**config.mk**
```make
export PLATFORM = sky130hd
export DESIGN_NAME = seg_status_scan
export DESIGN_NICKNAME = d
export VERILOG_FILES = /design/src/rtl/seg_status_scan.sv
export SDC_FILE = /design/constraint.sdc
export NUM_CORES = 1
export LEC_CHECK = 0
export CAP_MARGIN = 0
export CORE_MARGIN = 2
export CORE_UTILIZATION = 45
export CTS_BUF_LIST = sky130_fd_sc_hd__clkbuf_16
export DETAILED_ROUTE_END_ITERATION = 7
export HOLD_SLACK_MARGIN = 0.05
export SLEW_MARGIN = 40
export SYNTH_ARGS = -nofsm -noshare
export SYNTH_HDL_FRONTEND = slang
export SYNTH_SLANG_ARGS = --single-unit
```
**constraint.sdc**
```tcl
create_clock -name clk -period 2.85 [get_ports clk]
set_input_delay 0.57 -clock clk [delete_from_list [all_inputs] [get_ports clk]]
set_output_delay 0.57 -clock clk [all_outputs]
set_load 0.05 [all_outputs]
```
**src/rtl/seg_status_scan.sv**
```systemverilog
// Multiplexed seven-segment driver showing a lock-status word.
// Status is committed only at frame boundaries; the error word blinks.
module seg_status_scan #(
  parameter int NUM_DIGITS  = 4,
  parameter int REFRESH_DIV = 100000,
  parameter int BLINK_DIV   = 50000000
) (
  input  logic                  clk,
  input  logic                  rst,
  input  logic [2:0]            status,
  output logic [6:0]            seg,
  output logic [NUM_DIGITS-1:0] an,
  output logic                  dp,
  output logic                  status_chg
);

  localparam int PW = (REFRESH_DIV > 1) ? $clog2(REFRESH_DIV) : 1;
  localparam int IW = (NUM_DIGITS > 1) ? $clog2(NUM_DIGITS) : 1;
  localparam int BW = (BLINK_DIV > 1) ? $clog2(BLINK_DIV) : 1;

  localparam logic [PW-1:0] PRE_LAST   = PW'(REFRESH_DIV - 1);
  localparam logic [IW-1:0] IDX_LAST   = IW'(NUM_DIGITS - 1);
  localparam logic [BW-1:0] BLINK_LAST = BW'(BLINK_DIV - 1);

  localparam logic [6:0] G_I     = 7'b1001111;
  localparam logic [6:0] G_N     = 7'b1101010;
  localparam logic [6:0] G_T     = 7'b1110000;
  localparam logic [6:0] G_L     = 7'b1110001;
  localparam logic [6:0] G_O     = 7'b0000001;
  localparam logic [6:0] G_C     = 7'b0110001;
  localparam logic [6:0] G_D     = 7'b1000010;
  localparam logic [6:0] G_P     = 7'b0011000;
  localparam logic [6:0] G_E     = 7'b0110000;
  localparam logic [6:0] G_R     = 7'b1111010;
  localparam logic [6:0] G_DASH  = 7'b1111110;
  localparam logic [6:0] G_BLANK = 7'b1111111;

  // Digit position 0 is the rightmost character of each word.
  function automatic logic [6:0] glyph(input logic [2:0] st, input int pos);
    logic [6:0] g;
    g = G_BLANK;
    if (pos < 4) begin
      case (st)
        3'd0: case (pos) 0: g = G_T; 1: g = G_I; 2: g = G_N; default: g = G_I; endcase
        3'd1: case (pos) 0: g = G_D; 1: g = G_C; 2: g = G_O; default: g = G_L; endcase
        3'd2: case (pos) 0: g = G_N; 1: g = G_E; 2: g = G_P; default: g = G_O; endcase
        3'd3: case (pos) 0: g = G_BLANK; 1: g = G_R; 2: g = G_R; default: g = G_E; endcase
        default: g = G_DASH;
      endcase
    end
    return g;
  endfunction

  logic [PW-1:0]         presc_p0;
  logic [IW-1:0]         idx_p0;
  logic [2:0]            status_q;
  logic [BW-1:0]         blink_cnt_p0;
  logic                  blink_on_p0;
  logic [6:0]            seg_p1;
  logic [NUM_DIGITS-1:0] an_p1;
  logic                  dp_p1;
  logic                  chg_p1;

  logic                  tick;
  logic                  frame;
  logic                  enter_err;
  logic [6:0]            seg_nxt;
  logic [NUM_DIGITS-1:0] an_nxt;

  always_comb begin
    tick      = (presc_p0 == PRE_LAST);
    frame     = tick && (idx_p0 == IDX_LAST);
    enter_err = frame && (status == 3'd3) && (status_q != 3'd3);
    an_nxt    = '1;
    for (int i = 0; i < NUM_DIGITS; i++) begin
      an_nxt[i] = (idx_p0 != IW'(i));
    end
    if ((status_q == 3'd3) && !blink_on_p0) begin
      seg_nxt = G_BLANK;
    end else begin
      seg_nxt = glyph(status_q, int'(idx_p0));
    end
  end

  // Stage p0: scan, commit and blink state; stage p1: registered display outputs.
  always_ff @(posedge clk) begin
    if (rst) begin
      presc_p0     <= '0;
      idx_p0       <= '0;
      status_q     <= 3'd0;
      blink_cnt_p0 <= '0;
      blink_on_p0  <= 1'b1;
      seg_p1       <= G_BLANK;
      an_p1        <= '1;
      dp_p1        <= 1'b1;
      chg_p1       <= 1'b0;
    end else begin
      presc_p0 <= tick ? '0 : presc_p0 + PW'(1);
      if (tick) begin
        idx_p0 <= (idx_p0 == IDX_LAST) ? '0 : idx_p0 + IW'(1);
      end
      chg_p1 <= 1'b0;
      if (frame) begin
        status_q <= status;
        chg_p1   <= (status != status_q);
      end
      if (enter_err) begin
        blink_cnt_p0 <= '0;
        blink_on_p0  <= 1'b1;
      end else if (blink_cnt_p0 == BLINK_LAST) begin
        blink_cnt_p0 <= '0;
        blink_on_p0  <= ~blink_on_p0;
      end else begin
        blink_cnt_p0 <= blink_cnt_p0 + BW'(1);
      end
      seg_p1 <= seg_nxt;
      an_p1  <= an_nxt;
      dp_p1  <= 1'b1;
    end
  end

  assign seg        = seg_p1;
  assign an         = an_p1;
  assign dp         = dp_p1;
  assign status_chg = chg_p1;

endmodule
```
# After elaboration in Yosys (flattened, before gate mapping)
# Index checks and enable logic that the tools add are counted.
# Widths: inputs -> output; s select.
dict set report classes {
  n_addsub 3
  eq_ne 14
  muxes 6
  n_bitwise 2
  reduce_logical 14
}
# cell n
set op_table {}
lappend op_table {{$pmux 7 s3} 2}
lappend op_table {{$pmux 7 s4} 1}
lappend op_table {{$add 26x1->26 const B} 1}
lappend op_table {{$eq 26x26->1 const B} 1}
lappend op_table {{$add 17x1->17 const B} 1}
lappend op_table {{$eq 17x17->1 const B} 1}
lappend op_table {{$pmux 7 s2} 1}
lappend op_table {{$pmux 6 s2} 1}
lappend op_table {{$reduce_or 2->1} 5}
lappend op_table {{$eq 3x2->1 const B} 3}
lappend op_table {{$eq 2x2->1 const B} 2}
lappend op_table {{$logic_and 1x1->1} 4}
lappend op_table {{$ne 2x2->1 const B} 2}
lappend op_table {{$eq 3x1->1 const B} 1}
lappend op_table {{$logic_not 3->1} 1}
lappend op_table {{$ne 3x2->1 const B} 1}
lappend op_table {{$ne 3x3->1} 1}
lappend op_table {{$reduce_or 3->1} 1}
lappend op_table {{$add 2x1->2 const B} 1}
lappend op_table {{$eq 2x1->1 const B} 1}
lappend op_table {{$logic_not 2->1} 1}
lappend op_table {{$mux 2} 1}
lappend op_table {{$ne 2x1->1 const B} 1}
lappend op_table {{$not 1->1} 2}
lappend op_table {{2 further kinds} 2}
dict set report word_totals {
  ff_bits 61
  inputBits 5
  output_inout_bits 13
}

# Longest topological paths before layout
# Gate-level depths: netlist (run 1).
dict set report depth {
  depth_word 5
  depth_mapped 9
}

# Least setup slack after synthesis (run 1)
# No wires, ideal clock.
dict set report synth_timing {
  kind {register to register}
  from {register presc_p0[0]}
  to {register presc_p0[10]}
  arrival_time_ns 1.675
  required_time_ns 2.786
  path_slack_ns 1.111
  stages_incl_launch_ff 9
  synth_period_minus_slack_ns 1.739
  cell_sequence {dfxtp_1 -> ha_1 -> and4_1 -> and4_1 -> buf_2 -> or2_2 -> buf_2 -> buf_2 -> nor2_1}
}
dict set report synth_via {
  elab_chain_cells 2
}
# element line
set synth_lines {}
lappend synth_lines {{from (decl)} 54} ;# logic [PW-1:0] presc_p0;
lappend synth_lines {{from (signal assigned)} 98} ;# presc_p0 <= tick ? '0 : presc_p0 + PW'(1);
lappend synth_lines {{parallel branches: the longest is 2 deep, another holds $add 17x1->17} n/a}
# Several ways; the timed one is not identified.
# A chain may end at the register's enable or synchronous reset.

# Worst setup path in the final report (run 1)
dict set report layout_timing {
  from {register an_p1[1] (netlist: an[1])}
  to {output an[1]}
}
# element line
set layout_rtl {}
lappend layout_rtl {{from (decl)} 60} ;# logic [NUM_DIGITS-1:0] an_p1;
lappend layout_rtl {{from (signal assigned)} 117} ;# an_p1 <= an_nxt;
lappend layout_rtl {{to (decl)} 12} ;# output logic [NUM_DIGITS-1:0] an,
# No word-level cell between the ends.

==> impl_metrics.json, run 1 <==
{
  "clock_latency_ns": 0.32,
  "fp.dieH_um": 83.0,
  "ios": 18,
  "grt_util_all_layers_pct": 15.4,
  "cp_max_fo": 1,
  "yosys-top-cells-area": "dfxtp_1 (43%), xor2_1 (8.4%), nor2_1 (7.1%)",
  "wl_um": 5040,
  "vias": 2108,
  "multi_input_area_sq_mm": 0.00147,
  "drcViolationCount": 0,
  "critPathKind": "reg -> out",
  "finalNonFillerCells": 411,
  "power.leakage_nw": 1.21,
  "ir_drop_mv": 0.476,
  "reg2reg_from": "presc_p0[0]",
  "dp_cells": 395,
  "io_buffers": 16,
  "firstDrtPassIters": 4,
  "cts.repair.resized": 0,
  "yosysSeqAreaShare_pct": 43.5,
  "crit_chain": "clkdlybuf4s50_1",
  "final_cell_mix": "dfxtp_1 (61), nor2_1 (53), xor2_1 (27), nand2_1 (22)",
  "slowest_stage": "clkdlybuf4s50_1",
  "startpoint_type": "register",
  "r2r_cells": 7,
  "total_power_mw": 1.85,
  "setup_viol": 0,
  "grt_max_degree": 26,
  "drv_slew": 0,
  "fin_setup_tns_ns": 0,
  "min_path_type": "reg -> reg",
  "wl_per_cell_um": 12.3,
  "grt_pass1_vias": 1922,
  "min_from": "presc_p0[0]",
  "power.density_mw_per_mm2": 570,
  "layout.cells.most_common": "dfxtp_1",
  "clk_path_buf_depth": 2,
  "yosysUniqueCellTypes": 42,
  "hold_buffers": 0,
  "reg2reg_slack_ns": 0.86,
  "register_area_sq_mm": 0.00122,
  "maxCapViolations": 0,
  "h-tree-depth": 3,
  "path_clk_slew_ns": 0.05,
  "fmax_mhz": 500,
  "netlist_area_sq_mm": 0.00281,
  "vias_per_cell": 5.13,
  "fill_cells": 567,
  "drt_iter0_markers": 75,
  "postCtsSetupBuffers": 0,
  "cts_made_buffers": 9,
  "status": "finished, final reports clean",
  "rr_endpoint": "blink_cnt_p0[12]",
  "finalClockSkew_ns": 0.00605,
  "yosysTopAreaCell": "dfxtp_1",
  "detail-route-antenna-nets": 0,
  "clock_sinks": 61,
  "hold_viol_final": 0,
  "cts_tree": "built",
  "period_share_pct": 70.1,
  "syn_inst": 318,
  "ys_seq_elements": 61,
  "final_nets": 344,
  "synth.yosys.warnings": 0,
  "cp_data_arrival_time_ns": 1.43,
  "area_delta_synth_final_pct": 15.5,
  "path_buf_inv": 1,
  "drive_gt1_share_pct": 4.76,
  "hold_end": "presc_p0[0]",
  "gp_congestion": 0.803,
  "antenna_found_initial": 0,
  "fin_crit_ns": 2.00,
  "cp_top_family": "buffers and inverters",
  "coreArea_sq_mm": 0.00599,
  "rsz0062_at_grt": "false",
  "n_antenna_cell": 0,
  "fp.dieW_um": 83.0,
  "rows": 28,
  "yosysTopAreaCellShare_pct": 43.5,
  "max_slew_margin_pct": 52.8,
  "initial_utilization_pct": 46.9,
  "dpl.hpwl_um": 3450,
  "worst_slew_pin_slew_ns": 0.702,
  "slowest_delay_ns": 0.79,
  "overflow": 0,
  "syn_nets": 331,
  "required_ns": 2.28,
  "die_area_sq_mm": 0.00689,
  "holdPathStages": 1,
  "grt_pass1_wl_um": 8780,
  "root_buffer": "clkbuf_16",
  "avgSynthCellArea_sq_um": 8.84,
  "worst_setup_path_end_kind": "output port"
}
## kinds of logic after synthesis
group	count (synthesis)	synth area share [%]
flops	61	43.5
simple gates	154	28.4
buf+inv	25	4.41
other cells	1	0.133
mux	4	1.42
fa+ha+maj	8	3.56
xor+xnor	44	13.7
compound gates	21	4.90
## worst max path at each step
stage	startpoint	to	slack, ns	cells after the start
global placement	status[2]	blink_cnt_p0[21]	0.81	7
global route	presc_p0[0]	blink_cnt_p0[21]	0.68	7
detailed placement	status[2]	blink_cnt_p0[12]	0.80	7
finish	an[1]	an[1]	0.85	1
CTS	an[1]	an[1]	0.83	1
floorplan	presc_p0[0]	presc_p0[10]	1.11	8
## cell type report
type / count / share of cell area (%)
clock buffers: 9 / 6.94
clock inverters: 7 / 0.848
flip-flops and latches: 61 / 37.6
inverters: 8 / 0.925
multi-input cells: 232 / 45.1
well taps: 75 / 2.89
repair buffers: 19 / 5.63
## cells in the mapped netlist (all sizes together)
master	instances
a2111oi	1
a211oi	3
a21oi	5
a311oi	1
a31oi	2
and2	3
and3	8
and4	7
and4b	1
buf	10
clkbuf	7
conb	1
dfxtp	61
ha	8
inv	8
mux2i	4
nand2	22
nand2b	5
nand3	17
nand4	14
nand4bb	1
nor2	53
nor2b	1
nor3	4
nor3b	1
nor4	5
nor4b	2
nor4bb	2
o2111a	1
o21ai	4
o22ai	1
o31ai	3
or2	3
or3	2
or4	1
or4b	2
xnor2	17
xor2	27
## per-stage QoR
| step | util, % | worst slack, ns | hold WS, ns | instance area (sq um) |
|---|---|---|---|---|
| 6_report | 54.2 | 0.851 | 0.468 | 3250 |
| 5_1_grt | 54.2 | 0.681 | 0.513 | 3250 |
| 4_1_cts | 54.2 | 0.828 | 0.466 | 3250 |
| 3_5_place_dp | 50.0 | 0.804 | 0.455 | 2990 |
| 3_3_place_gp | 50.0 | 0.812 | 0.449 | 2990 |
| 2_1_floorplan | - | 1.11 | 0.430 | 2810 |
## where the power goes
group          internal, mW  switching (mW)  total, mW
clock                 0.565           0.345      0.910
sequential            0.866         0.00826      0.874
combinational        0.0252          0.0421     0.0672
total                  1.46           0.395       1.85
## worst register-to-register path, cell delays in order (launching register included)
cell      delay (ns)
dfxtp_1         0.36
ha_1            0.24
and4_1          0.22
and4_1          0.39
a31oi_1         0.19
nand2b_1        0.11
buf_4           0.28
nor2_1          0.09
## registers in the layout, indices dropped and copies added (netlist names)
register,cells
blink_cnt_p0,26
status_q,3
blink_on_p0,1
presc_p0,17
idx_p0,2
status_chg,1
seg,7
an,4
## metal layers
layer | share of wire, % | vias up | global-route usage (%)
met1 | 52 | 965 | 20.7
li1 | - | 1111 | -
met2 | 44 | 24 | 22.9
met3 | 3.4 | 8 | 6.06
met4 | 1.1 | 0 | 4.47
met5 | 0 | - | 0
Note: power is estimated with default switching activity, not from simulation.
==> run 2, diff against run 1 <==
--- a/config.mk
+++ b/config.mk
@@ -11,6 +11,7 @@
 export CTS_BUF_LIST = sky130_fd_sc_hd__clkbuf_16
 export DETAILED_ROUTE_END_ITERATION = 7
 export HOLD_SLACK_MARGIN = 0.05
+export PLACE_DENSITY = 0.66
 export SLEW_MARGIN = 40
 export SYNTH_ARGS = -nofsm -noshare
 export SYNTH_HDL_FRONTEND = slang
==> constraint.sdc (replaced) <==
create_clock -name clk -period 1.7 [get_ports clk]
set_input_delay 0.34 -clock clk [delete_from_list [all_inputs] [get_ports clk]]
set_output_delay 0.34 -clock clk [all_outputs]
set_load 0.05 [all_outputs]
==> impl_metrics.json, run 2 (synthesis gave the netlist of run 1 again) <==
{
  "hold_buffers": 0,
  "grt_pass1_vias": 2148,
  "drcViolationCount": 0,
  "path_clk_slew_ns": 0.05,
  "final_nets": 384,
  "ir_drop_mv": 0.603,
  "worst_setup_path_end_kind": "register",
  "drv_slew": 0,
  "cts_tree": "built",
  "cp_data_arrival_time_ns": 1.95,
  "clock_latency_ns": 0.33,
  "layout.cells.most_common": "dfxtp_1",
  "post-route-util_pct": 61.7,
  "antenna_found_initial": 0,
  "clk_path_buf_depth": 2,
  "fp.dieH_um": 83.0,
  "critPathKind": "reg -> reg",
  "reg2reg_slack_ns": -0.04,
  "grt_max_degree": 17,
  "clock_sinks": 61,
  "wl_per_cell_um": 12.8,
  "grt_pass1_wl_um": 9780,
  "period_share_pct": 102,
  "area_delta_synth_final_pct": 31.6,
  "cp_max_fo": 6,
  "io_buffers": 16,
  "wl_um": 5760,
  "fmax_mhz": 576,
  "r2r_cells": 5,
  "finalClockSkew_ns": 0.00756,
  "die_area_sq_mm": 0.00689,
  "maxCapViolations": 0,
  "grt_util_all_layers_pct": 17.6,
  "startpoint_type": "register",
  "detail-route-antenna-nets": 0,
  "initial_utilization_pct": 46.9,
  "timing.hold.ws_ns": 0.514,
  "required_ns": 1.92,
  "fin_ws_ns": -0.0355,
  "top_register": "blink_cnt_p0",
  "violations": "negative setup slack",
  "largest_reg_flops": 26,
  "final_cell_mix": "dfxtp_1 (58), buf_4 (51), nor2_1 (44), xor2_1 (27), nand2_1 (22)",
  "n_antenna_cell": 0,
  "gp_congestion": 0.851,
  "dpl.hpwl_um": 3830,
  "root_buffer": "clkbuf_16",
  "holdPathStages": 2,
  "status": "finished, violations left",
  "cts_made_buffers": 9,
  "drt_iter0_markers": 65,
  "ios": 18,
  "power.leakage_nw": 1.43,
  "min_path_type": "reg -> reg",
  "fin_crit_ns": 1.74,
  "postCtsSetupBuffers": 0,
  "drive_gt1_share_pct": 26.1,
  "rsz0062_at_grt": "true",
  "firstDrtPassIters": 4,
  "fp.dieW_um": 83.0,
  "h-tree-depth": 3,
  "vias": 2318,
  "hold_viol_final": 0,
  "setup_viol": 16,
  "power.density_mw_per_mm2": 872,
  "overflow": 0,
  "coreArea_sq_mm": 0.00599,
  "vias_per_cell": 5.14,
  "rows": 28
}
==> run 2: changes by cell type in the layout (fill, tap and decap cells not counted), sizes merged <==
cell / delta
buf: +49
clkinvlp: +3
nand2b: +3
inv: -3
clkdlybuf4s50: -12
==> run 2: worst max-delay path, stage by stage, from the launching register on <==
cell and delay [ns]:
dfxtp_1 0.33, or4b_4 0.54, nor4_4 0.22, and3_4 0.25, nand2b_2 0.21, nor2_1 0.08
==> run 2: final timing paths <==
kind,start,end
worst max-delay path,blink_cnt_p0[11],blink_cnt_p0[7]
worst min register to register,presc_p0[16],presc_p0[16]
worst min-delay path,presc_p0[16],presc_p0[16]
worst max register to register,blink_cnt_p0[11],blink_cnt_p0[7]
==> run 2: where the power goes <==
group	switching, mW	internal, mW
sequential	0.0127	1.45
clock	0.646	0.972
combinational	0.0845	0.0594
total	0.743	2.48
==> run 2: timing repair <==
action / 4_1_cts / 5_1_grt
gates cloned: 1 / 2
gates resized for setup: 4 / 28
setup endpoints to repair: 27 / 47
pin swaps: 0 / 13
hold endpoints to repair: 0 / 0
==> run 2: layer usage <==
layer / track usage (%) / part of all wire [%]
met4: 7.15 / 2.3
met1: 21.8 / 48
met2: 27.6 / 47
met5: 0 / 0
met3: 6.26 / 2.6
==> run 2: area by class of cell <==
cell class / count / area [sq um]
fillers: 501 / 2290
multi-input cells: 235 / 1640
flip-flops and latches: 61 / 1230
repair buffers: 56 / 434
clock buffers: 9 / 225
well taps: 75 / 93.8
clock inverters: 7 / 43.8
inverters: 8 / 30.0
==> run 2: per-stage QoR <==
stage,setup TNS (ns),area (sq um),instances,power [mW],setup slack (ns)
floorplan,-0.180,2830,318,1.58,-0.0110
global placement,-1.51,3260,432,1.62,-0.0668
detailed placement,-1.95,3260,432,1.62,-0.105
CTS,0,3560,449,3.25,0.0115
global route,-1.63,3700,451,3.34,-0.0900
finish,-0.308,3700,451,3.22,-0.0355
==> run 3, diff against run 2 <==
--- a/config.mk
+++ b/config.mk
@@ -10,7 +10,7 @@
 export CORE_UTILIZATION = 45
 export CTS_BUF_LIST = sky130_fd_sc_hd__clkbuf_16
 export DETAILED_ROUTE_END_ITERATION = 7
-export HOLD_SLACK_MARGIN = 0.05
+export HOLD_SLACK_MARGIN = 0.08
 export PLACE_DENSITY = 0.66
 export SLEW_MARGIN = 40
 export SYNTH_ARGS = -nofsm -noshare
==> results of run 3 <==
Same layout as run 2: the final DEF is identical, and so are final timing and power.
